`config.mk`:
```
export PLATFORM = sky130hd
export DESIGN_NAME = sram_arbiter
export DESIGN_NICKNAME = d
export VERILOG_FILES = /design/src/rtl/sram_arbiter.sv
export SDC_FILE = /design/constraint.sdc
export NUM_CORES = 1
export LEC_CHECK = 0
export ABC_CLOCK_PERIOD_IN_PS = 1800
export BUFFER_PORTS_ARGS = -buffer_cell sky130_fd_sc_hd__buf_4
export CELL_PAD_IN_SITES_DETAIL_PLACEMENT = 0
export CELL_PAD_IN_SITES_GLOBAL_PLACEMENT = 1
export CORE_ASPECT_RATIO = 1.2
export CORE_MARGIN = 2
export CORE_UTILIZATION = 33
export CTS_BUF_LIST = sky130_fd_sc_hd__clkbuf_8
export DETAILED_ROUTE_END_ITERATION = 10
export PLACE_DENSITY_LB_ADDON = 0.15
export SYNTH_ARGS = -nofsm -noshare
export SYNTH_HDL_FRONTEND = slang
export SYNTH_SLANG_ARGS = --single-unit
```
`constraint.sdc`:
```
create_clock -name clk -period 1.8 [get_ports clk]
set_clock_uncertainty 0.05 [all_clocks]
set_input_delay 0.18 -clock clk [delete_from_list [all_inputs] [get_ports clk]]
set_output_delay 0.18 -clock clk [all_outputs]
set_load 0.005 [all_outputs]
```
`src/rtl/sram_arbiter.sv`:
```
// Two-requester arbiter sharing one SRAM port between the VGA fetcher (priority)
// and the CPU load/store path. A bounded-wait counter guarantees CPU progress and
// a timeout counter aborts transactions stuck on mem_busy.
module sram_arbiter #(
  parameter int unsigned CPU_MAX_WAIT = 8,
  parameter int unsigned TIMEOUT      = 64
) (
  input  logic        clk,
  input  logic        nrst,
  // VGA read port
  input  logic        vga_req,
  input  logic [31:0] vga_addr,
  output logic [31:0] vga_rdata,
  output logic        vga_busy,
  output logic        vga_done,
  // CPU load/store port
  input  logic        cpu_req,
  input  logic        cpu_we,
  input  logic [31:0] cpu_addr,
  input  logic [31:0] cpu_wdata,
  input  logic [3:0]  cpu_byte_sel,
  output logic [31:0] cpu_rdata,
  output logic        cpu_busy,
  output logic        cpu_done,
  output logic        err,
  // SRAM controller side
  output logic        mem_req,
  output logic        mem_we,
  output logic [31:0] mem_addr,
  output logic [31:0] mem_wdata,
  output logic [3:0]  mem_byte_sel,
  input  logic [31:0] mem_rdata,
  input  logic        mem_busy,
  output logic [1:0]  grant
);

  localparam int unsigned WaitW = $clog2(CPU_MAX_WAIT + 1);
  localparam int unsigned TmoW  = $clog2(TIMEOUT + 1);
  localparam logic [WaitW-1:0] WaitMax = WaitW'(CPU_MAX_WAIT);
  // The abort fires on the edge that ends the TIMEOUT-th busy WAIT cycle.
  localparam logic [TmoW-1:0]  TmoLast = TmoW'(TIMEOUT - 1);

  localparam logic [1:0] GrantNone = 2'b00;
  localparam logic [1:0] GrantVga  = 2'b01;
  localparam logic [1:0] GrantCpu  = 2'b10;

  typedef enum logic [1:0] {
    StIdle,
    StLaunch,
    StWait
  } state_e;

  state_e            state_q, state_d;
  logic [WaitW-1:0]  wait_cnt_q, wait_cnt_d;
  logic [TmoW-1:0]   tmo_cnt_q, tmo_cnt_d;
  logic [1:0]        grant_q, grant_d;
  logic              mem_req_q, mem_req_d;
  logic              mem_we_q, mem_we_d;
  logic [31:0]       mem_addr_q, mem_addr_d;
  logic [31:0]       mem_wdata_q, mem_wdata_d;
  logic [3:0]        mem_byte_sel_q, mem_byte_sel_d;
  logic [31:0]       vga_rdata_q, vga_rdata_d;
  logic              vga_busy_q, vga_busy_d;
  logic              vga_done_q, vga_done_d;
  logic [31:0]       cpu_rdata_q, cpu_rdata_d;
  logic              cpu_busy_q, cpu_busy_d;
  logic              cpu_done_q, cpu_done_d;
  logic              err_q, err_d;

  logic        any_req;
  logic        cpu_wins;
  logic        complete;
  logic        timeout;
  logic        finish;
  logic [31:0] rd_value;

  // Arbitration and completion conditions.
  always_comb begin
    any_req  = vga_req | cpu_req;
    cpu_wins = cpu_req & (~vga_req | (wait_cnt_q == WaitMax));
    complete = (state_q == StWait) & ~mem_busy;
    timeout  = (state_q == StWait) & mem_busy & (tmo_cnt_q == TmoLast);
    finish   = complete | timeout;
    // Writes and aborted transactions return zero data.
    rd_value = (mem_we_q | timeout) ? 32'h0 : mem_rdata;
  end

  // Next-state, transaction latch and completion logic.
  always_comb begin
    state_d        = state_q;
    tmo_cnt_d      = tmo_cnt_q;
    grant_d        = grant_q;
    mem_req_d      = 1'b0;
    mem_we_d       = mem_we_q;
    mem_addr_d     = mem_addr_q;
    mem_wdata_d    = mem_wdata_q;
    mem_byte_sel_d = mem_byte_sel_q;
    vga_rdata_d    = vga_rdata_q;
    vga_done_d     = 1'b0;
    cpu_rdata_d    = cpu_rdata_q;
    cpu_done_d     = 1'b0;
    err_d          = 1'b0;

    unique case (state_q)
      StIdle: begin
        if (any_req) begin
          state_d   = StLaunch;
          mem_req_d = 1'b1;
          if (cpu_wins) begin
            grant_d        = GrantCpu;
            mem_we_d       = cpu_we;
            mem_addr_d     = cpu_addr;
            mem_wdata_d    = cpu_wdata;
            mem_byte_sel_d = cpu_byte_sel;
          end else begin
            grant_d        = GrantVga;
            mem_we_d       = 1'b0;
            mem_addr_d     = vga_addr;
            mem_wdata_d    = 32'h0;
            mem_byte_sel_d = 4'hF;
          end
        end
      end
      StLaunch: begin
        state_d   = StWait;
        tmo_cnt_d = '0;
      end
      StWait: begin
        if (finish) begin
          state_d   = StIdle;
          grant_d   = GrantNone;
          tmo_cnt_d = '0;
          err_d     = timeout;
          if (grant_q == GrantCpu) begin
            cpu_rdata_d = rd_value;
            cpu_done_d  = 1'b1;
          end else begin
            vga_rdata_d = rd_value;
            vga_done_d  = 1'b1;
          end
        end else begin
          tmo_cnt_d = tmo_cnt_q + 1'b1;
        end
      end
      default: begin
        state_d = StIdle;
        grant_d = GrantNone;
      end
    endcase
  end

  // CPU starvation counter: counts ungranted request cycles, saturating.
  always_comb begin
    wait_cnt_d = wait_cnt_q;
    if (!cpu_req) begin
      wait_cnt_d = '0;
    end else if ((grant_q == GrantCpu) || ((state_q == StIdle) && cpu_wins)) begin
      wait_cnt_d = '0;
    end else if (wait_cnt_q != WaitMax) begin
      wait_cnt_d = wait_cnt_q + 1'b1;
    end
  end

  // Busy: owner stays busy until its done cycle; a non-owner follows its request.
  always_comb begin
    vga_busy_d = (grant_q == GrantVga) ? ~finish : vga_req;
    cpu_busy_d = (grant_q == GrantCpu) ? ~finish : cpu_req;
  end

  // State and output registers.
  always_ff @(posedge clk or negedge nrst) begin
    if (!nrst) begin
      state_q        <= StIdle;
      wait_cnt_q     <= '0;
      tmo_cnt_q      <= '0;
      grant_q        <= GrantNone;
      mem_req_q      <= 1'b0;
      mem_we_q       <= 1'b0;
      mem_addr_q     <= 32'h0;
      mem_wdata_q    <= 32'h0;
      mem_byte_sel_q <= 4'h0;
      vga_rdata_q    <= 32'h0;
      vga_busy_q     <= 1'b0;
      vga_done_q     <= 1'b0;
      cpu_rdata_q    <= 32'h0;
      cpu_busy_q     <= 1'b0;
      cpu_done_q     <= 1'b0;
      err_q          <= 1'b0;
    end else begin
      state_q        <= state_d;
      wait_cnt_q     <= wait_cnt_d;
      tmo_cnt_q      <= tmo_cnt_d;
      grant_q        <= grant_d;
      mem_req_q      <= mem_req_d;
      mem_we_q       <= mem_we_d;
      mem_addr_q     <= mem_addr_d;
      mem_wdata_q    <= mem_wdata_d;
      mem_byte_sel_q <= mem_byte_sel_d;
      vga_rdata_q    <= vga_rdata_d;
      vga_busy_q     <= vga_busy_d;
      vga_done_q     <= vga_done_d;
      cpu_rdata_q    <= cpu_rdata_d;
      cpu_busy_q     <= cpu_busy_d;
      cpu_done_q     <= cpu_done_d;
      err_q          <= err_d;
    end
  end

  assign grant        = grant_q;
  assign mem_req      = mem_req_q;
  assign mem_we       = mem_we_q;
  assign mem_addr     = mem_addr_q;
  assign mem_wdata    = mem_wdata_q;
  assign mem_byte_sel = mem_byte_sel_q;
  assign vga_rdata    = vga_rdata_q;
  assign vga_busy     = vga_busy_q;
  assign vga_done     = vga_done_q;
  assign cpu_rdata    = cpu_rdata_q;
  assign cpu_busy     = cpu_busy_q;
  assign cpu_done     = cpu_done_q;
  assign err          = err_q;

endmodule

```
==> results.sh <==
export IMPL_outcome="finished clean"
export IMPL_crit_required_ns=2.08
export IMPL_cts_buffers=17
export IMPL_cts_sinks=154
export IMPL_fillers=1629
export IMPL_finalCriticalPeriod_ns=1.75
export IMPL_grt_use_total=0.208
export IMPL_die_h_um=155
export IMPL_wl_um=21800
export IMPL_cp_end_kind="register"
export IMPL_final_area_sq_mm=0.0109
export IMPL_fin_hold_ws_ns=0.157
export IMPL_synth_edff_count=0
export IMPL_avgSynthCellArea_sq_um=10.6
export IMPL_htreeDepth=4
export IMPL_synth_top_area_cell="dfrtp_1"
export IMPL_r2r_cells=5
export IMPL_dp_cells=1105
export IMPL_worstMarginPinSlew_ns=0.432
export IMPL_hp_class="in2async"
export IMPL_vias=6342
export IMPL_io_pins=279
export IMPL_cp_cell_sequence="ha_4, nand4b_1, o21ba_4, or3_4, a32o_1"
export IMPL_fin_util=0.578
export IMPL_fin_cells=1288
export IMPL_cp_top_family="simple AND/OR/NAND/NOR gates"
export IMPL_cp_num_cells=5
export IMPL_grt_pass1_vias=6644
export IMPL_grt_first_pass_wirelength_um=33100
export IMPL_synthCells=592
export IMPL_synth_fp_nets=737
export IMPL_synth_cell_types=36
export IMPL_fin_crit_sh=0.971
export IMPL_final_seq_area_sq_mm=0.00385
export IMPL_synth_area_sq_mm=0.00630
export IMPL_ys_warn_count=0
export IMPL_fmax_mhz=572
export IMPL_diodes=0
export IMPL_relSlewSlack=0.712
export IMPL_post_place_ws_ns=-0.0112
export IMPL_overflow=0
export IMPL_synth_top_area_frac=0.611
export IMPL_cap_violations=0
export IMPL_first_pass_iters=4
export IMPL_dp_final_hpwl_um=13300
export IMPL_die_x_um=130
export IMPL_finalWeightedCongestion=0.770
export IMPL_avgViaCountPerCell=4.92
export IMPL_core_area_sq_mm=0.0188
export IMPL_multi_input_area_sq_mm=0.00230
export IMPL_die_area_sq_mm=0.0202
export IMPL_rsz0062_at_grt="true"
export IMPL_setup_viol=0
export IMPL_ys_ff_latch=154
export IMPL_wl_per_cell_um=16.9
export IMPL_clock_path_buffers=2
export IMPL_layout_commonest_cell="buf_4"
export IMPL_setup_slack_ns=0.0522
export IMPL_cpPeakStageDelay_ns=0.40
export IMPL_nets=1164
export IMPL_cts_tree="built"
export IMPL_drc=0
export IMPL_start_util=0.336
export IMPL_yosysSeqAreaShare=0.611
export IMPL_grt_antenna_before_repair=0
export IMPL_hold_viol=0
export IMPL_powerDensity_mw_per_mm2=1340
export IMPL_critPathLaunchType="register"
export IMPL_mostFrequentLayoutCells="297 x buf_4, 154 x dfrtp_1, 137 x dlygate4sd3_1, 111 x nand2_1, 66 x a32o_1"
export IMPL_clk_pin_slew_ns=0.09
export IMPL_synth_area_top_cells="dfrtp_1 61%, a32o_1 10%, nand2_1 6.6%, a21oi_1 5.5%, o21ai_0 3.1%"
export IMPL_num_rows=55
export IMPL_synthArstFlopShare=1.00
export IMPL_ir_drop_uv=894
export IMPL_crit_arrival_ns=2.03
export IMPL_place_area_sq_mm=0.00881
export IMPL_critPathBufInv=0
export IMPL_cts_root_buf="clkbuf_8"
export IMPL_finalMaxSlewViolations=0
export IMPL_synthToLayoutAreaGrowth_pct=72.1
export IMPL_drtIter0Drc=213
export IMPL_drtAntennaViolNets=0
export IMPL_grt_max_degree=71
export IMPL_drive_gt1_frac=0.369
export IMPL_p_leak_uw=0.00519
export IMPL_crit_type="reg2reg"
export IMPL_port_buffer_count=278
export IMPL_path_max_fanout=3
export IMPL_clock_latency_ns=0.44
export IMPL_ys_flop_type="dfrtp_1"
export IMPL_cp_slowest_cell="dfrtp_1"
[layout make-up]
class | instances | area share
repair buffers | 455 | 0.364
flip-flops and latches | 154 | 0.355
multi-input cells | 381 | 0.212
well taps | 256 | 0.0295
clock buffers | 18 | 0.0228
clock inverters | 14 | 0.0126
inverters | 10 | 0.00346
[synthesized netlist by cell type (all sizes together), types with 3 or more instances]
| library cell | instances |
|---|---|
| a32o | 66 |
| nand3 | 4 |
| ha | 7 |
| o21ai | 42 |
| nor2 | 47 |
| nor2b | 5 |
| nor3 | 3 |
| dfrtp | 154 |
| mux2 | 3 |
| buf | 19 |
| nand2 | 111 |
| a21oi | 69 |
| mux2i | 3 |
| clkbuf | 28 |
| inv | 10 |
[path summary, 6_finish.rpt]
| check | startpoint | to | slack, ns |
|---|---|---|---|
| setup / recovery | tmo_cnt_q[1]$_DFFE_PN0P_ | grant[1]$_DFFE_PN0P_ | 0.05 |
| hold / removal | nrst | cpu_rdata[3]$_DFFE_PN0P_ | 0.16 |
| setup reg to reg | tmo_cnt_q[1]$_DFFE_PN0P_ | grant[1]$_DFFE_PN0P_ | 0.05 |
| hold reg to reg | mem_wdata[18]$_DFFE_PN0P_ | mem_wdata[18]$_DFFE_PN0P_ | 0.44 |
| max in group asynchronous | nrst | mem_wdata[24]$_DFFE_PN0P_ | 0.94 |
| min in group clk | mem_wdata[18]$_DFFE_PN0P_ | mem_wdata[18]$_DFFE_PN0P_ | 0.44 |
[state kept, by name, indices dropped and copies added, names as in the netlist, 2 cells and up]
signal and flops:
cpu_rdata 32, grant 2, mem_addr 32, mem_byte_sel 4
mem_wdata 32, state_q 2, tmo_cnt_q 7, vga_rdata 32
wait_cnt_q 4
[through the flow]
stage / power [uW] / TNS [ns]
after floorplan: 8100 / 0
after global placement: 11300 / 0
after detailed placement: 11500 / -0.0124
after CTS: 14400 / -0.00106
after global routing: 15500 / -0.0225
final: 14500 / 0
[cell families after synthesis]
family	synth area share
AND/OR/NAND/NOR	0.115
adder cells (fa/ha/maj)	0.0139
flip-flops	0.611
buffers and inverters	0.0417
XOR/XNOR	0.00139
multiplexers	0.0101
AO/OA/AOI/OAI	0.206
[report_power, final]
| part | leakage (uW) | switching [uW] | internal, uW |
|---|---|---|---|
| logic | 0.00303 | 2810 | 3460 |
| registers | 0.00196 | 830 | 4820 |
| clock network | 0.000198 | 1420 | 1170 |
[layer usage]
layer  GRT usage  vias to the layer above  part of all wire  routed length [um]
li1            -                     2947                 -                   -
met1       0.235                     3116              0.39                8610
met2       0.375                      250              0.52               11300
met3      0.0616                       29             0.070                1520
met4      0.0614                        0             0.016                 351
met5           0                        -                 0                   0
[repair_timing]
item | 4_1_cts | 5_1_grt
hold endpoints to repair | 284 | 0
buffers inserted | 0 | 9
gates cloned | 0 | 5
gates resized for setup | 5 | 29
pin swaps | 0 | 8
endpoints found under the setup margin | 12 | 128
hold buffers | 137 | 0
Power figures use the tool's default switching activity.
